<file path="config.mk">
export PLATFORM = sky130hd
export DESIGN_NAME = sum_accumulator
export DESIGN_NICKNAME = d
export VERILOG_FILES = /design/src/rtl/sum_accumulator.sv
export SDC_FILE = /design/constraint.sdc
export NUM_CORES = 1
export LEC_CHECK = 0
export CAP_MARGIN = 20
export CORE_UTILIZATION = 49
export DETAILED_ROUTE_END_ITERATION = 12
export PLACE_DENSITY = 0.82
export SLEW_MARGIN = 15
export SYNTH_ARGS = -nofsm -noshare
export SYNTH_HDL_FRONTEND = slang
export SYNTH_SLANG_ARGS = --single-unit
export TNS_END_PERCENT = 100
</file>
<file path="constraint.sdc">
create_clock -name clk -period 5.15 [get_ports clk]
set_clock_uncertainty 0.05 [all_clocks]
set_input_delay 0.7725 -clock clk [delete_from_list [all_inputs] [get_ports clk]]
set_output_delay 0.7725 -clock clk [all_outputs]
set_load 0.01 [all_outputs]
</file>
<file path="src/rtl/sum_accumulator.sv">
// Accumulates a fixed number of adder samples into a frame total and holds it
// on a valid/ready output until the consumer takes it.
module sum_accumulator #(
   parameter int SUM_W = 5,
   parameter int COUNT = 4,
   parameter int ACC_W = 7
) (
   input  logic             clk,
   input  logic             rst,
   input  logic             clear,
   input  logic [SUM_W-1:0] in_sum,
   input  logic             in_valid,
   output logic             in_ready,
   output logic [ACC_W-1:0] out_acc,
   output logic             out_valid,
   input  logic             out_ready,
   output logic             out_overflow,
   output logic [3:0]       sample_cnt
);

   localparam logic [0:0] ACCUM = 1'b0;
   localparam logic [0:0] HOLD  = 1'b1;

   logic [0:0]       r_state;
   logic [ACC_W-1:0] r_acc;
   logic [3:0]       r_cnt;
   logic             r_overflow;
   logic             r_valid;

   logic [ACC_W:0]   w_sum;
   logic             w_accept;
   logic             w_last;

   // One extra bit on the adder exposes the wrap of the modulo accumulator.
   assign w_sum    = {1'b0, r_acc} + (ACC_W+1)'(in_sum);
   assign in_ready = !rst && (r_state == ACCUM) && !clear;
   assign w_accept = in_valid && in_ready;
   assign w_last   = (r_cnt == 4'(COUNT - 1));

   always_ff @(posedge clk or posedge rst) begin
      if (rst) begin
         r_state    <= ACCUM;
         r_acc      <= '0;
         r_cnt      <= '0;
         r_overflow <= 1'b0;
         r_valid    <= 1'b0;
      end else if (clear) begin
         r_state    <= ACCUM;
         r_acc      <= '0;
         r_cnt      <= '0;
         r_overflow <= 1'b0;
         r_valid    <= 1'b0;
      end else if (r_state == ACCUM) begin
         if (w_accept) begin
            r_acc <= w_sum[ACC_W-1:0];
            if (w_sum[ACC_W]) begin
               r_overflow <= 1'b1;
            end
            if (w_last) begin
               r_cnt   <= '0;
               r_state <= HOLD;
               r_valid <= 1'b1;
            end else begin
               r_cnt <= r_cnt + 4'd1;
            end
         end
      end else if (out_ready) begin
         // Handoff cycle: the frame is consumed and no sample is taken.
         r_state    <= ACCUM;
         r_acc      <= '0;
         r_overflow <= 1'b0;
         r_valid    <= 1'b0;
      end
   end

   assign out_acc      = r_acc;
   assign out_valid    = r_valid;
   assign out_overflow = r_overflow;
   assign sample_cnt   = r_cnt;

endmodule

</file>
# Word-level counts from Yosys, hierarchy flattened
# Cells that the tools add are included.
# totals
regBits	14
in_bits	10
out_inout_bits	14
word_cells	46
# op_classes
add_sub_neg	2
eq_ne	3
muxes	22
n_bitwise	1
n_reduce_logical	13
# ops
operator	n
$mux W7	4
$mux W4	4
$mux W1	14
$reduce_bool A3 Y1	3
$add A7 B5 Y8	1
$reduce_and A3 Y1	2
$add A4 B1 Y4 const B	1
$eq A4 B2 Y1 const B	1
$reduce_and A2 Y1	2
$logic_and A1 B1 Y1	3
$ne A3 B3 Y1 const B	1
$logic_not A1 Y1	2
$ne A2 B2 Y1 const B	1
$reduce_bool A2 Y1	1
$not A1 Y1	1

# Logic depth before layout (Yosys ltp)
# Gate-level depths: netlist of the first run.
# depth
ltp_word	7
depth_mapped	7

# Worst setup path after synthesis of the first run
# Ideal clock, no wire load.
# synth_timing
path_kind	input -> register
start	input port in_sum[0]
end	register r_acc[6] (netlist: out_acc[6])
arrival_time_ns	1.941
t_required_ns	5.021
setup_slack_ns	3.080
stages	7
n_path_buf	0
cell_sequence	ha_1 -> inv_1 -> fa_1 -> nor2b_1 -> o31ai_1 -> a21oi_1 -> mux2i_1
# synth_via
elab_chain_len	4
# synth_lines
item	line_no	source
from (decl)	11	input logic [SUM_W-1:0] in_sum,
$add A7 B5 Y8	35	assign w_sum = {1'b0, r_acc} + (ACC_W+1)'(in_sum);
$mux W7	54	if (w_accept) begin
$mux W7	53	end else if (r_state == ACCUM) begin
$mux W7	47	end else if (clear) begin
to (signal assigned)	55	r_acc <= w_sum[ACC_W-1:0];
to (decl)	25	logic [ACC_W-1:0] r_acc;
# Every way passes these cells. The select of a mux whose other input is x is not followed.
# A chain may end at the register's enable or synchronous reset.

# Worst setup path in the final report of the first run
# layout_timing
start	input port clear
end	output port in_ready
# layout_via
elab_chain_len	2
# layout_lines
item	line_no	source
from (decl)	10	input logic clear,
$logic_not A1 Y1	36	assign in_ready = !rst && (r_state == ACCUM) && !clear;
$logic_and A1 B1 Y1	36	
to (decl)	13	output logic in_ready,
# Every way passes these cells.

==> results of run 1 <==
-- metrics by stage --
step	hold WS, ns	total power [W]	cells	setup slack [ns]
after floorplan	0.464	0.000148	87	3.08
after global placement	0.414	0.000168	124	2.07
after detailed placement	0.430	0.000170	124	1.90
after CTS	0.452	0.000252	128	2.14
after global routing	0.483	0.000262	128	2.07
final	0.448	0.000249	128	2.15
-- cell type report --
type	count	area, sq um
tap	16	20.0
fill	120	440
timing repair buffer	23	230
sequential	14	350
clock buffer	4	36.3
multi-input combinational	66	463
inverter	5	18.8
-- power by group through the flow --
stage | registers, W | clock network [W] | logic (W)
finish | 0.000117 | 0.0000807 | 0.0000511
global route | 0.000118 | 0.0000874 | 0.0000567
CTS | 0.000117 | 0.0000835 | 0.0000513
detailed placement | 0.000119 | 0 | 0.0000509
global placement | 0.000119 | 0 | 0.0000492
floorplan | 0.000120 | 0 | 0.0000278
-- how the worst max path moves through the flow --
stage / start / end / slack [ns] / cells past startpoint
after floorplan: in_sum[0] / out_acc[6] / 3.08 / 7
after global placement: clear / out_acc[5] / 2.07 / 5
after detailed placement: clear / out_acc[5] / 1.90 / 5
after CTS: clear / in_ready / 2.14 / 3
after global routing: clear / out_acc[5] / 2.07 / 5
final: clear / in_ready / 2.15 / 3
-- cells by family after synthesis --
kind of cell    count (synthesis)  share of synthesized area (%)
flops                          14                           41.3
compound gates                 26                           20.4
simple gates                   30                           19.8
mux                             1                           1.18
fa+ha+maj                       7                           11.2
buf+inv                         7                           4.13
xor+xnor                        2                           2.07
-- registers in the layout, summed over array words and instances, names as in the netlist --
signal / count
out_acc: 7
out_overflow: 1
out_valid: 1
r_state: 1
sample_cnt: 4
-- layer usage --
metal | vias to the layer above | global-route usage (%) | share of wire (%)
met5 | - | 0 | 0
met1 | 356 | 26.4 | 43
li1 | 366 | - | -
met4 | 0 | 6.88 | 1.1
met3 | 4 | 5.42 | 5.0
met2 | 19 | 40.0 | 51
-- synthesized netlist by cell type (all sizes together), types with 2 or more instances --
| cell type | n |
|---|---|
| xor2 | 2 |
| nor2 | 6 |
| nor3 | 2 |
| buf | 2 |
| a22o | 2 |
| inv | 5 |
| a21o | 2 |
| o21ai | 9 |
| nand2 | 11 |
| a21oi | 5 |
| o21a | 2 |
| nand2b | 3 |
| dfrtp | 14 |
| ha | 6 |
| a211oi | 2 |
-- critical path, stage by stage --
cell	delay, ns
clkdlybuf4s50_1	0.59
nor3_1	0.25
clkdlybuf4s50_1	0.57
==> flow_summary.ini, run 1 <==
[setup_path]
worstPathArrival_ns = 2.18
reg2reg_slack_ns = 2.87
worst-setup-path-type = in2out
reg2reg_depth = 4
cp_max_fo = 11
regToRegStartpoint = r_state
startpoint_type = input pin
required_ns = 4.33
end_kind = output pin
r2r_end = out_acc[5]

[route]
post-route-drc-count = 0
ant_nets = 0
avgRoutedWirePerCell_um = 14.1
dr.first_iter.drc_count = 22
wl_mm = 1.80
via_per_inst = 5.82
num_vias = 745
dr.pass1.iters = 4

[pwr]
p_sw_share_pct = 26.7
leakage_nw = 0.495
intPower_w = 0.000182
p_sw_w = 0.0000666
ir_drop_v = 0.000127
clkPwrFrac_pct = 32.4
power_frac_seq_pct = 47.1
p_comb_share_pct = 20.5
powerDensity_nw_per_um2 = 223

[hold_path]
worstHoldEndpoint = out_valid
hp-class = reg2reg
whs_path_depth = 2
hold_path_startpoint = out_valid

[placement]
place_congestion = 0.811
numPortBuffers = 23
place_area_sq_um = 1080
hpwl_mm = 1.41

[cells_and_area]
final_area_sq_um = 1120
antenna_cells = 0
final_common_cell = clkdlybuf4s50_1
utilization_pct = 71.7
num-nets-final = 130
drive_gt1_share_pct = 7.14
area.growth.synth_to_final_pct = 31.9
layout_common_cells = clkdlybuf4s50_1, dfrtp_1, nand2_1

[timing]
finalCritPeriodShare_pct = 58.3
rsz0062_at_grt = false
hold_viol = 0
slew_headroom_pct = 36.0
maxSlewViolCount = 0
min_period_ns = 3.00
max_freq_ghz = 0.333
tns_ns = 0
tightest_slew_ns = 0.958
finalSetupViolations = 0

[clock_tree]
htree_levels = 1
path_clk_slew_ns = 0.09
cts.sinks = 14
post_cts_resized = 0
clkLatencyLatePin_ns = 0.28
cts_setup_buffers = 0
clk_path_buf_depth = 2
cts_tree = yes
root_buffer = clkbuf_4
hold_buffers = 0
cts_buffers = 3

[synthesis]
synth.avg_cell_area_sq_um = 9.75
synth_area_sq_um = 848
netlist-cell-type-count = 32
synth_warnings = 0
synth_edf_count = 0
async_flop_share_pct = 100
ys_seq_elements = 14
synthCells = 87
ys.flop_type = dfrtp_1
synth_area_leaders = dfrtp_1, ha_1, nand2_1, a21oi_1, o21ai_0
synth_top_area_share_pct = 41.3
yosysTopAreaCell = dfrtp_1
syn_nets = 104
synth-seq-area-share_pct = 41.3

[grt]
grt_usage_pct = 22.4
grt_pass1_vias = 759
grt_max_degree = 15
overflow = 0
grt_pass1_wl_mm = 3.17
grt_antenna_before_repair = 0

[floorplanning]
fp-row-count = 14
io_pins = 24
fp.dieW_um = 43.6
coreArea_sq_um = 1560
die_h_um = 43.6
start_util_pct = 54.4
die_area_sq_um = 1900

[run]
drv_cap = 0

[outcome]
run_status = complete, no violations
No activity file was read; power rests on OpenSTA's default activity.
==> inputs of run 2 (changes only) <==
--- a/config.mk
+++ b/config.mk
@@ -6,9 +6,9 @@
 export NUM_CORES = 1
 export LEC_CHECK = 0
 export CAP_MARGIN = 20
-export CORE_UTILIZATION = 49
+export CORE_UTILIZATION = 41
 export DETAILED_ROUTE_END_ITERATION = 12
-export PLACE_DENSITY = 0.82
+export PLACE_DENSITY = 0.73
 export SLEW_MARGIN = 15
 export SYNTH_ARGS = -nofsm -noshare
 export SYNTH_HDL_FRONTEND = slang
==> constraint.sdc (replaced) <==
create_clock -name clk -period 2.4 [get_ports clk]
set_clock_uncertainty 0.05 [all_clocks]
set_input_delay 0.36 -clock clk [delete_from_list [all_inputs] [get_ports clk]]
set_output_delay 0.36 -clock clk [all_outputs]
set_load 0.01 [all_outputs]
==> run 2 against run 1 <==
Against the previous run:
- register-to-register slack lost 2.3 ns
- cell count grew 10%
- hold slack lost 0.0068 ns
- flip-flop and latch count is the same
- critical path type unchanged
- largest cell class unchanged
==> flow_summary.ini, run 2 (synthesized netlist as in run 1, its figures left out) <==
[grt]
grt_pass1_wl_mm = 3.15
use_met1_pct = 25.8
grt_max_degree = 15
met3_usage_pct = 6.79
overflow = 0
grt_most_used_layer = met2
grt_usage_pct = 20.5
grt_antenna_before_repair = 0
grt_pass1_vias = 749
met2_usage_pct = 32.9

[setup_path]
critPathTopFamily = buffers and inverters
path_depth = 3
cp_common_cell = clkdlybuf4s50_1
critical_path.cell_chain = clkdlybuf4s50_1, nor3_1, clkdlybuf4s50_1
startpoint_type = input pin
end_kind = output pin
critical_path_buf_inv_count = 2
worst-setup-path-type = in2out
worstPathArrival_ns = 1.64
reg2reg_depth = 7
crit_path_top_delay_cell = clkdlybuf4s50_1
max_stage_delay_ns = 0.57
required_ns = 1.99
cp_max_fo = 3

[clock_tree]
cts_setup_buffers = 0
post_cts_resized = 0
root_buffer = clkbuf_4
htree_levels = 1
clkLatencyLatePin_ns = 0.28
clk_path_buf_depth = 2
hold_buffers = 0
cts_buffers = 3
cts_tree = yes
path_clk_slew_ns = 0.08
cts.sinks = 14

[outcome]
run_status = complete, no violations

[hold_path]
hp-class = reg2reg
whs_path_depth = 2

[timing]
rsz0062_at_grt = false
tns_ns = 0
hold_ws_ns = 0.441
min_period_ns = 2.05
tightest_slew_ns = 0.543
hold_viol = 0
finalSetupViolations = 0
maxSlewViolCount = 0
finalCritPeriodShare_pct = 85.4
max_freq_ghz = 0.488
slew_headroom_pct = 63.8

[route]
dr.pass1.iters = 4
via_per_inst = 5.33
avgRoutedWirePerCell_um = 13.3
wl_mm = 1.88
dr.first_iter.drc_count = 11
post-route-drc-count = 0
ant_nets = 0
num_vias = 751

[floorplanning]
die_area_sq_um = 2250
start_util_pct = 43.2
io_pins = 24
fp.dieW_um = 47.5
fp-row-count = 16
coreArea_sq_um = 1960
die_h_um = 47.5

[run]
drv_cap = 0

[cells_and_area]
regArea_sq_um = 350
largest_reg_flops = 7
drive_gt1_share_pct = 8.77
multi_input_area_sq_um = 463
antenna_cells = 0
fillCellCount = 193
final_common_cell = clkdlybuf4s50_1
layout_common_cells = clkdlybuf4s50_1, dfrtp_1, nand2_1
area.growth.synth_to_final_pct = 35.3
num-nets-final = 132

[placement]
hpwl_mm = 1.47
numPortBuffers = 23
place_congestion = 0.834

[pwr]
ir_drop_v = 0.000324
leakage_nw = 0.505
powerDensity_nw_per_um2 = 464
-- run 2: cell types whose count changed in the layout (fill, tap and decap cells not counted), sizes merged --
cell / previous run / this run
buf: 0 / 2
-- run 2: final cells by class --
class / instances / share of cell area, %
multi-input combinational: 66 / 40.3
sequential: 14 / 30.5
timing repair buffer: 25 / 21.4
clock buffer: 4 / 3.16
tap: 27 / 2.94
inverter: 5 / 1.64
-- run 2: final timing paths --
check | from | to | slack (ns)
worst max-delay path | clear | in_ready | 0.35
worst max register to register | out_acc[0] | out_acc[6] | 0.59
max in group asynchronous | rst | out_valid | 1.46
worst min register to register | out_valid | out_valid | 0.44
min in group asynchronous | rst | out_acc[2] | 0.48
worst min-delay path | out_valid | out_valid | 0.44
-- run 2: stage by stage --
stage	utilization (%)	instances	total power (W)	setup slack (ns)	instance area [sq um]
after global placement	56.6	137	0.000364	0.187	1110
after detailed placement	56.6	137	0.000369	0.145	1110
final	58.5	141	0.000533	0.350	1150
after CTS	58.5	141	0.000545	0.338	1150
after floorplan	-	87	0.000318	0.678	848
after global routing	58.5	141	0.000569	0.268	1150
-- run 2: per-layer routing --
metal	part of all wire, %	wire length (um)	vias to the layer above
li1	-	-	367
met1	47	877	361
met2	47	887	19
met3	4.1	77	4
met4	1.9	35	0
met5	0	0	-
-- run 2: power by group --
part,leakage [nW],total (W),internal [W],switching [W]
clock,0.0210,0.000169,0.0000923,0.0000766
sequential,0.193,0.000252,0.000243,0.00000837
combinational,0.291,0.000112,0.0000575,0.0000545
-- run 2: tightest hold or removal path: cells and delay by family, from the launching register on --
kind | cells | cell delay (ns)
and+or+nand+nor | 2 | 0.11
DFF | 1 | 0.35
==> inputs of run 3 (changes only) <==
--- a/config.mk
+++ b/config.mk
@@ -5,8 +5,10 @@
 export SDC_FILE = /design/constraint.sdc
 export NUM_CORES = 1
 export LEC_CHECK = 0
+export ABC_CLOCK_PERIOD_IN_PS = 2400
 export CAP_MARGIN = 20
 export CORE_UTILIZATION = 41
+export CTS_CLUSTER_DIAMETER = 120
 export DETAILED_ROUTE_END_ITERATION = 12
 export PLACE_DENSITY = 0.73
 export SLEW_MARGIN = 15
==> results of run 3 <==
No change in the layout: final DEF, timing and power equal those of run 2.
